$ cat src/rtl/uart_arb_pkg.sv
// Shared definitions for the UART transmit arbiter: FSM state encoding,
// byte width and the default packet-length and stall-timeout limits.
package uart_arb_pkg;

   typedef enum logic [0:0] {
      ST_IDLE   = 1'b0,
      ST_STREAM = 1'b1
   } arb_state_e;

   localparam int BYTE_W      = 8;
   localparam int DEF_MAX_LEN = 64;
   localparam int DEF_TIMEOUT = 255;

endpackage

$ cat src/rtl/rr_picker.sv
// Combinational round-robin picker: scans the request vector starting at
// the pointer position, wrapping modulo N, and returns the first set request
// as a one-hot vector and as an index.
module rr_picker
   import uart_arb_pkg::*;
#(
   parameter int N     = 4,
   parameter int IDX_W = $clog2(N)
) (
   input  logic [N-1:0]     req,
   input  logic [IDX_W-1:0] ptr,
   output logic [N-1:0]     pick_onehot,
   output logic [IDX_W-1:0] pick_idx,
   output logic             pick_valid
);

   // Walk the N candidates in priority order starting at ptr; first hit wins.
   always_comb begin
      logic [IDX_W-1:0] cand_s;
      cand_s      = '0;
      pick_onehot = '0;
      pick_idx    = '0;
      pick_valid  = 1'b0;
      for (int k = 0; k < N; k++) begin
         cand_s = IDX_W'((int'(ptr) + k) % N);
         if (!pick_valid && req[cand_s]) begin
            pick_valid          = 1'b1;
            pick_idx            = cand_s;
            pick_onehot[cand_s] = 1'b1;
         end else begin
            pick_valid = pick_valid;
         end
      end
   end

endmodule

$ cat src/rtl/uart_tx_arbiter.sv
// Packet-granular round-robin arbiter sharing the UART TX FIFO write port
// among N byte-stream requesters. A grant is held until the owner sends a
// byte flagged last, or MAX_LEN bytes have gone out (trunc pulse).
// Optional feature: define UART_ARB_TIMEOUT_EN to also force release after
// TIMEOUT consecutive stream cycles without a transfer (trunc pulse).
module uart_tx_arbiter
   import uart_arb_pkg::*;
#(
   parameter int N       = 4,
   parameter int MAX_LEN = DEF_MAX_LEN,
   parameter int CNT_W   = 7,
   parameter int TIMEOUT = DEF_TIMEOUT
) (
   input  logic                clk,
   input  logic                reset,
   input  logic [N-1:0]        req_valid,
   input  logic [BYTE_W*N-1:0] req_data,
   input  logic [N-1:0]        req_last,
   output logic [N-1:0]        req_ready,
   output logic [N-1:0]        grant,
   output logic                wr_uart,
   output logic [BYTE_W-1:0]   w_data,
   input  logic                tx_full,
   output logic                busy,
   output logic                trunc
);

   localparam int IDX_W = $clog2(N);

   arb_state_e         state_r;
   arb_state_e         state_next_s;
   logic [N-1:0]       grant_r;
   logic [IDX_W-1:0]   owner_r;
   logic [IDX_W-1:0]   ptr_r;
   logic [CNT_W-1:0]   count_r;
   logic               busy_r;
   logic               trunc_r;

   logic [N-1:0]       pick_onehot_s;
   logic [IDX_W-1:0]   pick_idx_s;
   logic               pick_valid_s;

   logic               owner_valid_s;
   logic               owner_last_s;
   logic [BYTE_W-1:0]  owner_data_s;
   logic               xfer_s;
   logic               hit_max_s;
   logic               release_s;
   logic               trunc_next_s;
   logic               timeout_hit_s;

   rr_picker #(
      .N     (N),
      .IDX_W (IDX_W)
   ) u_picker (
      .req         (req_valid),
      .ptr         (ptr_r),
      .pick_onehot (pick_onehot_s),
      .pick_idx    (pick_idx_s),
      .pick_valid  (pick_valid_s)
   );

   assign owner_valid_s = req_valid[owner_r];
   assign owner_last_s  = req_last[owner_r];
   assign owner_data_s  = req_data[{owner_r, 3'b000} +: BYTE_W];

   // Transfer and release conditions for the current owner.
   always_comb begin
      xfer_s       = (state_r == ST_STREAM) & owner_valid_s & ~tx_full;
      hit_max_s    = xfer_s & ((count_r + CNT_W'(1)) == CNT_W'(MAX_LEN));
      release_s    = (xfer_s & owner_last_s) | hit_max_s | timeout_hit_s;
      trunc_next_s = (hit_max_s & ~owner_last_s) | timeout_hit_s;
   end

`ifdef UART_ARB_TIMEOUT_EN
   localparam int TO_W = $clog2(TIMEOUT + 1);

   logic [TO_W-1:0] stall_r;

   // Count consecutive stream cycles without a transfer; any transfer or leaving STREAM clears it.
   always_ff @(posedge clk) begin
      if (reset) begin
         stall_r <= '0;
      end else if ((state_r != ST_STREAM) || xfer_s) begin
         stall_r <= '0;
      end else begin
         stall_r <= stall_r + TO_W'(1);
      end
   end

   assign timeout_hit_s = (state_r == ST_STREAM) & ~xfer_s & (stall_r == TO_W'(TIMEOUT - 1));
`else
   assign timeout_hit_s = 1'b0;
`endif

   // FSM state register.
   always_ff @(posedge clk) begin
      if (reset) begin
         state_r <= ST_IDLE;
      end else begin
         state_r <= state_next_s;
      end
   end

   // FSM next-state: grab a requester from IDLE, drop back on release.
   always_comb begin
      state_next_s = state_r;
      case (state_r)
         ST_IDLE: begin
            if (pick_valid_s) begin
               state_next_s = ST_STREAM;
            end else begin
               state_next_s = ST_IDLE;
            end
         end
         ST_STREAM: begin
            if (release_s) begin
               state_next_s = ST_IDLE;
            end else begin
               state_next_s = ST_STREAM;
            end
         end
         default: state_next_s = ST_IDLE;
      endcase
   end

   // FSM outputs: zero-latency pass-through of the owner's byte to the UART.
   always_comb begin
      req_ready = '0;
      wr_uart   = 1'b0;
      w_data    = '0;
      case (state_r)
         ST_STREAM: begin
            req_ready[owner_r] = ~tx_full;
            wr_uart            = xfer_s;
            w_data             = owner_data_s;
         end
         ST_IDLE: begin
            wr_uart = 1'b0;
         end
         default: begin
            wr_uart = 1'b0;
         end
      endcase
   end

   // Grant, owner, pointer, byte count and trunc pulse bookkeeping.
   always_ff @(posedge clk) begin
      if (reset) begin
         grant_r <= '0;
         owner_r <= '0;
         ptr_r   <= '0;
         count_r <= '0;
         busy_r  <= 1'b0;
         trunc_r <= 1'b0;
      end else begin
         trunc_r <= 1'b0;
         case (state_r)
            ST_IDLE: begin
               if (pick_valid_s) begin
                  grant_r <= pick_onehot_s;
                  owner_r <= pick_idx_s;
                  busy_r  <= 1'b1;
                  count_r <= '0;
               end else begin
                  grant_r <= '0;
                  busy_r  <= 1'b0;
               end
            end
            ST_STREAM: begin
               if (release_s) begin
                  grant_r <= '0;
                  busy_r  <= 1'b0;
                  count_r <= '0;
                  trunc_r <= trunc_next_s;
                  ptr_r   <= (owner_r == IDX_W'(N - 1)) ? '0 : owner_r + IDX_W'(1);
               end else if (xfer_s) begin
                  count_r <= count_r + CNT_W'(1);
               end else begin
                  count_r <= count_r;
               end
            end
            default: begin
               grant_r <= '0;
               busy_r  <= 1'b0;
            end
         endcase
      end
   end

   assign grant = grant_r;
   assign busy  = busy_r;
   assign trunc = trunc_r;

endmodule

$ cat config.mk
export PLATFORM = sky130hd
export DESIGN_NAME = uart_tx_arbiter
export DESIGN_NICKNAME = d
export VERILOG_FILES = /design/src/rtl/uart_arb_pkg.sv /design/src/rtl/rr_picker.sv /design/src/rtl/uart_tx_arbiter.sv
export SDC_FILE = /design/constraint.sdc
export NUM_CORES = 1
export LEC_CHECK = 0
export BUFFER_PORTS_ARGS = -buffer_cell sky130_fd_sc_hd__buf_2
export CAP_MARGIN = 10
export CORE_MARGIN = 2
export CORE_UTILIZATION = 30
export CTS_CLUSTER_DIAMETER = 120
export DETAILED_ROUTE_END_ITERATION = 16
export PLACE_DENSITY = 0.59
export SLEW_MARGIN = 20
export SYNTH_ARGS = -nofsm -noshare
export SYNTH_HDL_FRONTEND = slang
export SYNTH_SLANG_ARGS = --single-unit
$ cat constraint.sdc
create_clock -name clk -period 5.3 [get_ports clk]
set_input_delay 0 -clock clk [delete_from_list [all_inputs] [get_ports clk]]
set_output_delay 0 -clock clk [all_outputs]
set_load 0.01 [all_outputs]
==> flow_metrics.tcl, run 1 <==
set metrics [dict create \
    status "complete, no violations" \
    die_area_um2 6740 \
    slew_headroom_pct 46.7 \
    vias_per_cell 5.26 \
    track_usage_pct 14.0 \
    port_buffers 61 \
    max_freq_mhz 343 \
    layout_common_cells "buf_2 (61), nand2_1 (19), dfxtp_1 (18)" \
    fin_total_pwr_w 0.000377 \
    grt_max_degree 17 \
    cts_root_buf "clkbuf_8" \
    maxCapViolations 0 \
    drt_iter0_drc 92 \
    grt_pass1_vias 1630 \
    report.final.slew_viol_count 0 \
    syn_avg_cell_area_um2 8.84 \
    syn_inst 207 \
    p_sw_w 0.000116 \
    wire_per_inst_um 13.8 \
    final_cells 334 \
    crit_path_max_fanout 15 \
    firstDrtPassIters 4 \
    overflow 0 \
    pwr-share-seq_pct 40.8 \
    postCtsHoldBufs 0 \
    p_leak_nw 0.911 \
    ys_ff_latch 18 \
    hold_viol 0 \
    setup_tns_ns 0 \
    switching_share_pct 30.7 \
    cts_tree "yes" \
    post_cts.repair.setup_buffers 0 \
    n_antenna_cell 0 \
    cts.sinks 18 \
    drive_gt1_share_pct 34.4 \
    combPwrFrac_pct 28.2 \
    antenna_found_initial 0 \
    place_inst 330 \
    period_share_pct 55.0 \
    async_reset_ff_share_pct 0 \
    antenna_left 0 \
    syn_nets 264 \
    grt_pass1_wl_um 7600 \
    irDropWorstVdd_uv 67.4 \
    synth_area_um2 1830 \
    clkPwrFrac_pct 31.1 \
    p_int_w 0.000262 \
    start_util_pct 30.9 \
    clk_pin_slew_ns 0.07 \
    hold_class "in -> reg" \
    cp.required_ns 5.49 \
    cts_buffers 3 \
    hpwl_um 3570 \
    synth.distinct_cells 61 \
    rsz0062_at_grt "no" \
    crit_type "reg -> reg" \
    worst_pin_slew_ns 0.799 \
    die_y_um 82.1 \
    place_congestion 0.799 \
    design.core.area_um2 5920 \
    skew_ns 0.00199 \
    cp.arrival_ns 3.10 \
    via_count 1757 \
    die_w_um 82.1 \
    drt-total-wl_um 4610 \
    ioPinCount 62 \
    cts_resized 0 \
    ys_warn_count 0 \
    cts_buffer_depth 2 \
    clk_latency_ns 0.26 \
    synth_edf_count 0 \
    rows 28 \
    yosysSeqAreaShare_pct 19.7 \
    drc 0 \
    min_period_ns 2.91 \
    setup_viol 0 \
    ys.flop_type "dfxtp_1" \
    cp-end-kind "flop" \
    startpoint_type "flop" \
    mostFrequentLayoutCell "buf_2" \
    power.density_nw_per_um2 173 \
    cts_htree_levels 1 \
    syn_to_final_growth_pct 19.5 \
    num-nets-final 317 \
]
-- final cells by class --
class	instances	area (um2)
Clock buffer	4	55.1
Inverter	9	33.8
Multi-Input combinational cell	167	1340
Tap cell	75	93.8
Timing Repair Buffer	61	305
Fill cell	619	3730
Sequential cell	18	360
-- stage by stage --
stage	worst slack [ns]	utilization (%)	hold WS, ns	area, um2
5_1_grt	2.12	36.9	0.0753	2190
2_1_floorplan	2.81	-	0.199	1830
6_report	2.39	36.9	0.0589	2190
3_3_place_gp	2.56	36.0	0.330	2130
4_1_cts	2.41	36.9	0.0498	2190
3_5_place_dp	2.43	36.0	0.326	2130
-- routing by layer --
layer	routed length [um]	vias up	global-route usage, %
met5	0	-	0
met4	36	0	3.17
met3	114	5	1.09
met2	2250	34	24.1
met1	2210	837	19.1
li1	-	881	-
-- critical path, stage by stage (launching register included) --
cell	delay, ns
dfxtp_1	0.67
inv_1	0.30
ha_1	0.53
mux4_2	0.43
a211oi_1	0.44
a22o_1	0.21
a221oi_1	0.07
o21ai_0	0.17
-- path summary, 6_finish.rpt --
path | depth (start not counted) | from | endpoint | slack (ns)
setup / recovery | 7 | ptr_r[0] | grant[1] | 2.39
hold / removal | 2 | reset | ptr_r[0] | 0.06
setup reg to reg | 7 | ptr_r[0] | grant[1] | 2.39
hold reg to reg | 2 | grant[0] | grant[0] | 0.46
-- synthesized netlist by cell type, drive strengths merged, types with 8 or more instances --
library cell / instances / share of area, %
clkbuf: 8 / 3.4
nor2: 14 / 2.9
inv: 9 / 1.8
nand2: 20 / 4.2
ha: 14 / 9.6
a21oi: 11 / 3.2
nor2b: 8 / 2.7
o21ai: 11 / 3.0
and2: 12 / 4.1
dfxtp: 18 / 20
mux4: 11 / 14
-- registers in the layout, indices dropped and copies added (netlist names) --
register and count:
ptr_r 2, trunc 1, busy 1, grant 4
owner_r 2, state_r 1, count_r 7
-- logic make-up after synthesis --
group           share of synthesized area (%)
buf+inv                                  7.18
compound gates                           22.1
mux                                      16.2
flops                                    19.7
fa+ha+maj                                9.57
simple gates                             25.3
-- power groups by stage --
stage                     Combinational (W)  Clock, W  Sequential (W)
final                              0.000106  0.000117        0.000154
after global routing               0.000119  0.000126        0.000156
after CTS                          0.000107  0.000120        0.000154
after detailed placement           0.000107         0        0.000157
after global placement             0.000105         0        0.000157
after floorplan                   0.0000778         0        0.000151
(Power assumes the default switching activity.)
==> inputs of run 2 (changes only) <==
- clock period: 5.3 -> 2.8 ns (I/O delays scaled with it)
==> run 2 against run 1 <==
Effect of this change: combinational power grew 120%; highest routed layer unchanged; register-to-register slack lost 1.9 ns; largest cell class unchanged; sequential share of layout area shrank 0.44 points.
==> flow_metrics.tcl, run 2 (synthesized netlist as in run 1, its figures left out) <==
set metrics [dict create \
    worst_pin_slew_ns 0.550 \
    cts_root_buf "clkbuf_8" \
    min_period_ns 2.35 \
    top_register "count_r" \
    firstDrtPassIters 4 \
    drc 0 \
    cp-end-kind "flop" \
    die_area_um2 6740 \
    worst_hold_slack_ns 0.0662 \
    cp.arrival_ns 2.51 \
    die_w_um 82.1 \
    skew_ns 0.00312 \
    postCtsHoldBufs 0 \
    min_from "reset" \
    cts_tree "yes" \
    utilization_pct 38.0 \
    port_buffers 61 \
    layout_common_cells "buf_2 (61), nand2_1 (19), dfxtp_1 (18)" \
    rsz0062_at_grt "no" \
    multi_input_area_um2 1340 \
    largest_reg_flops 7 \
    regArea_um2 360 \
    via_count 1754 \
    crit_path_max_fanout 9 \
    period_share_pct 84.1 \
    antenna_left 0 \
    slew_headroom_pct 63.1 \
    dpl_cell_area_um2 2190 \
    startpoint_type "flop" \
    post_cts.repair.setup_buffers 0 \
    cp.required_ns 2.95 \
    wire_per_inst_um 13.9 \
    grt_pass1_wl_um 8270 \
    setup_viol 0 \
    irDropWorstVdd_uv 185 \
    maxCapViolations 0 \
    grt_pass1_vias 1757 \
    max_freq_mhz 425 \
    mostFrequentLayoutCell "buf_2" \
    holdPathEnd "ptr_r[0]" \
    vias_per_cell 5.13 \
    overflow 0 \
    grt_max_degree 16 \
    die_y_um 82.1 \
    rr_endpoint "count_r[5]" \
    ioPinCount 62 \
    drive_gt1_share_pct 36.3 \
    antenna_found_initial 0 \
    hold_class "in -> reg" \
    syn_to_final_growth_pct 22.8 \
    cts_htree_levels 1 \
    fin_area_um2 2250 \
    crit_type "reg -> reg" \
    power.density_nw_per_um2 321 \
    cts.sinks 18 \
    cts_buffer_depth 2 \
    clk_pin_slew_ns 0.07 \
    drt-total-wl_um 4760 \
    setup_ws_ns 0.446 \
    rows 28 \
    n_antenna_cell 0 \
    cts_resized 0 \
    cts_buffers 3 \
    r2r_slack_ns 0.45 \
    fill_cells 622 \
    clk_latency_ns 0.26 \
    num-nets-final 325 \
    hold_viol 0 \
    pre_cts_ws_ns 0.480 \
    status "complete, no violations" \
    drt_iter0_drc 61 \
    start_util_pct 30.9 \
    track_usage_pct 15.4 \
    place_congestion 0.765 \
    p_leak_nw 0.953 \
    design.core.area_um2 5920 \
    whs_path_depth 2 \
    worstRegToRegCells 7 \
    report.final.slew_viol_count 0 \
    r2r-start "count_r[0]" \
    hpwl_um 3740 \
    setup_tns_ns 0 \
]
run 2: cell types whose count changed in the layout (fill, tap and decap cells not counted):
cell   previous run  this run
buf_4             0         8
run 2: worst max-delay path by stage:
stage                       endpoint       start  slack [ns]
final                     count_r[5]  count_r[0]        0.45
after global routing      count_r[3]  count_r[0]        0.24
after CTS                 count_r[5]  count_r[0]        0.46
after detailed placement  count_r[5]  count_r[0]        0.48
after global placement    count_r[5]  count_r[0]        0.53
after floorplan           owner_r[0]    ptr_r[0]        0.31
run 2: per-stage QoR:
step	cells	power [W]
global route	342	0.000773
detailed placement	338	0.000511
CTS	342	0.000736
floorplan	207	0.000432
global placement	338	0.000508
finish	342	0.000722
run 2: layer usage:
layer	GRT usage [%]	wire [um]	up-vias
met3	2.07	86	5
met1	19.3	2200	841
met2	27.9	2430	12
met4	3.67	41	0
met5	0	0	-
li1	-	-	896
run 2: area by class of cell:
| class | count | area share [%] |
|---|---|---|
| inverter | 9 | 1.50 |
| multi-input combinational | 167 | 59.6 |
| clock buffer | 4 | 2.45 |
| tap | 75 | 4.18 |
| sequential | 18 | 16.0 |
| timing repair buffer | 69 | 16.3 |
run 2: worst max-delay path: stages (launching register included):
cell	delay [ns]
dfxtp_1	0.46
ha_1	0.34
and4_2	0.27
o21ai_0	0.12
or3_4	0.37
o211ai_2	0.27
nor3_1	0.10
a311o_1	0.32
run 2: power breakdown:
part | leakage, nW | internal (W) | switching [W]
clock network | 0.0288 | 0.000125 | 0.0000932
logic | 0.778 | 0.000112 | 0.000117
registers | 0.146 | 0.000266 | 0.00000768
==> inputs of run 3 (changes only) <==
- clock period: 2.8 -> 2.2 ns (I/O delays scaled with it)
==> run 3 against run 2 <==
Effect of this change: sequential share of layout area fell by 0.28 points; sequential cell count unchanged; register-to-register slack got worse by 0.34 ns; combinational power up 35%; via count grew 3.8%; largest power group unchanged; clock skew increased by 0.0015 ns; total power rose by 29%.
==> flow_metrics.tcl, run 3 (synthesized netlist as in run 1, its figures left out) <==
set metrics [dict create \
    design.core.area_um2 5920 \
    cts_root_buf "clkbuf_8" \
    worst_hold_slack_ns 0.0449 \
    setup_tns_ns 0 \
    max_freq_mhz 478 \
    period_share_pct 95.1 \
    drt-total-wl_um 4730 \
    hpwl_um 3720 \
    cts_tree "yes" \
    r2r_slack_ns 0.11 \
    vias_per_cell 5.23 \
    n_antenna_cell 0 \
    mostFrequentLayoutCell "buf_2" \
    crit_type "reg -> reg" \
    report.final.slew_viol_count 0 \
    irDropWorstVdd_uv 173 \
    cp.required_ns 2.39 \
    p_leak_nw 0.983 \
    multi_input_area_um2 1360 \
    num-nets-final 331 \
    fin_total_pwr_w 0.000932 \
    die_area_um2 6740 \
    min_period_ns 2.09 \
    cp.arrival_ns 2.29 \
    largest_reg_flops 7 \
    ioPinCount 62 \
    overflow 0 \
    maxCapViolations 0 \
    setup_viol 0 \
    cp-end-kind "flop" \
    firstDrtPassIters 4 \
    grt_pass1_wl_um 7730 \
    grt_pass1_vias 1668 \
    post_cts.repair.setup_buffers 0 \
    syn_to_final_growth_pct 27.1 \
    place_congestion 0.769 \
    cts_buffers 3 \
    drive_gt1_share_pct 41.0 \
    clk_latency_ns 0.26 \
    cts_htree_levels 1 \
    track_usage_pct 14.6 \
    drc 0 \
    utilization_pct 39.3 \
    rows 28 \
    antenna_found_initial 0 \
    cp_slowest_cell "or4_1" \
    drt_iter0_drc 82 \
    fill_cells 612 \
    die_y_um 82.1 \
    port_buffers 61 \
    power.density_nw_per_um2 401 \
    worst_pin_slew_ns 0.411 \
    crit_path_max_fanout 6 \
    start_util_pct 30.9 \
    slew_headroom_pct 72.4 \
    grt_max_degree 16 \
    cts_buffer_depth 2 \
    top_register "count_r" \
    hold_class "in -> reg" \
    slowest_delay_ns 0.53 \
    hold_viol 0 \
    layout_common_cells "buf_2 (61), nand2_1 (19), dfxtp_1 (15)" \
    startpoint_type "flop" \
    antenna_left 0 \
    rsz0062_at_grt "no" \
    clk_pin_slew_ns 0.07 \
    die_w_um 82.1 \
    regArea_um2 367 \
    wire_per_inst_um 13.6 \
    via_count 1821 \
    cts.sinks 18 \
    status "complete, no violations" \
    path_cells "buf_4, nand3_2, or4_1, o311a_2, o21a_4, or3_1, a21oi_2" \
    skew_ns 0.00461 \
]
## run 3: cell count changes in the layout (fill, tap and decap cells not counted), sizes merged
cell      before  now
buf           69   75
clkinvlp       0    1
inv            9    8
## run 3: path summary, 6_finish.rpt
check | start | endpoint | depth (start not counted)
worst max-delay path | count_r[0] | ptr_r[0] | 7
worst min-delay path | reset | ptr_r[0] | 2
worst max register to register | count_r[0] | ptr_r[0] | 7
worst min register to register | grant[0] | grant[0] | 2
## run 3: layout make-up
class	instances	share of cell area (%)
inverter	9	1.61
tap	75	4.03
clock buffer	4	2.37
timing repair buffer	75	17.6
sequential	18	15.8
multi-input combinational	167	58.6
## run 3: report_power, final
group          total [W]  switching, W  internal [W]
Combinational   0.000309      0.000154      0.000155
Clock           0.000276      0.000117      0.000159
Sequential      0.000347    0.00000901      0.000338
## run 3: what timing repair did
| action | in CTS | in global routing |
|---|---|---|
| gates resized for setup | 0 | 5 |
| hold buffers | 0 | 0 |
| endpoints found under the setup margin | 0 | 11 |
## run 3: per-layer routing
metal	vias to the layer above	GRT usage, %	wire [um]	part of all wire (%)
li1	904	-	-	-
met1	878	19.6	2250	48
met2	33	25.2	2320	49
met3	6	2.17	133	2.8
met4	0	2.00	25	0.53
met5	-	0	0	0
## run 3: stage by stage
| step | area (um2) | instances | setup slack (ns) |
|---|---|---|---|
| floorplan | 1870 | 207 | -0.0739 |
| global placement | 2260 | 344 | 0.117 |
| detailed placement | 2260 | 344 | 0.0662 |
| CTS | 2320 | 348 | 0.0426 |
| global route | 2330 | 348 | 0.00971 |
| finish | 2330 | 348 | 0.107 |
## run 3: worst max-delay path: cells and delay by family, from the launching register on
| family | cells | cell delay [ns] |
|---|---|---|
| simple gates | 3 | 0.96 |
| compound gates | 3 | 0.56 |
| flops | 1 | 0.35 |
| buf+inv | 1 | 0.16 |
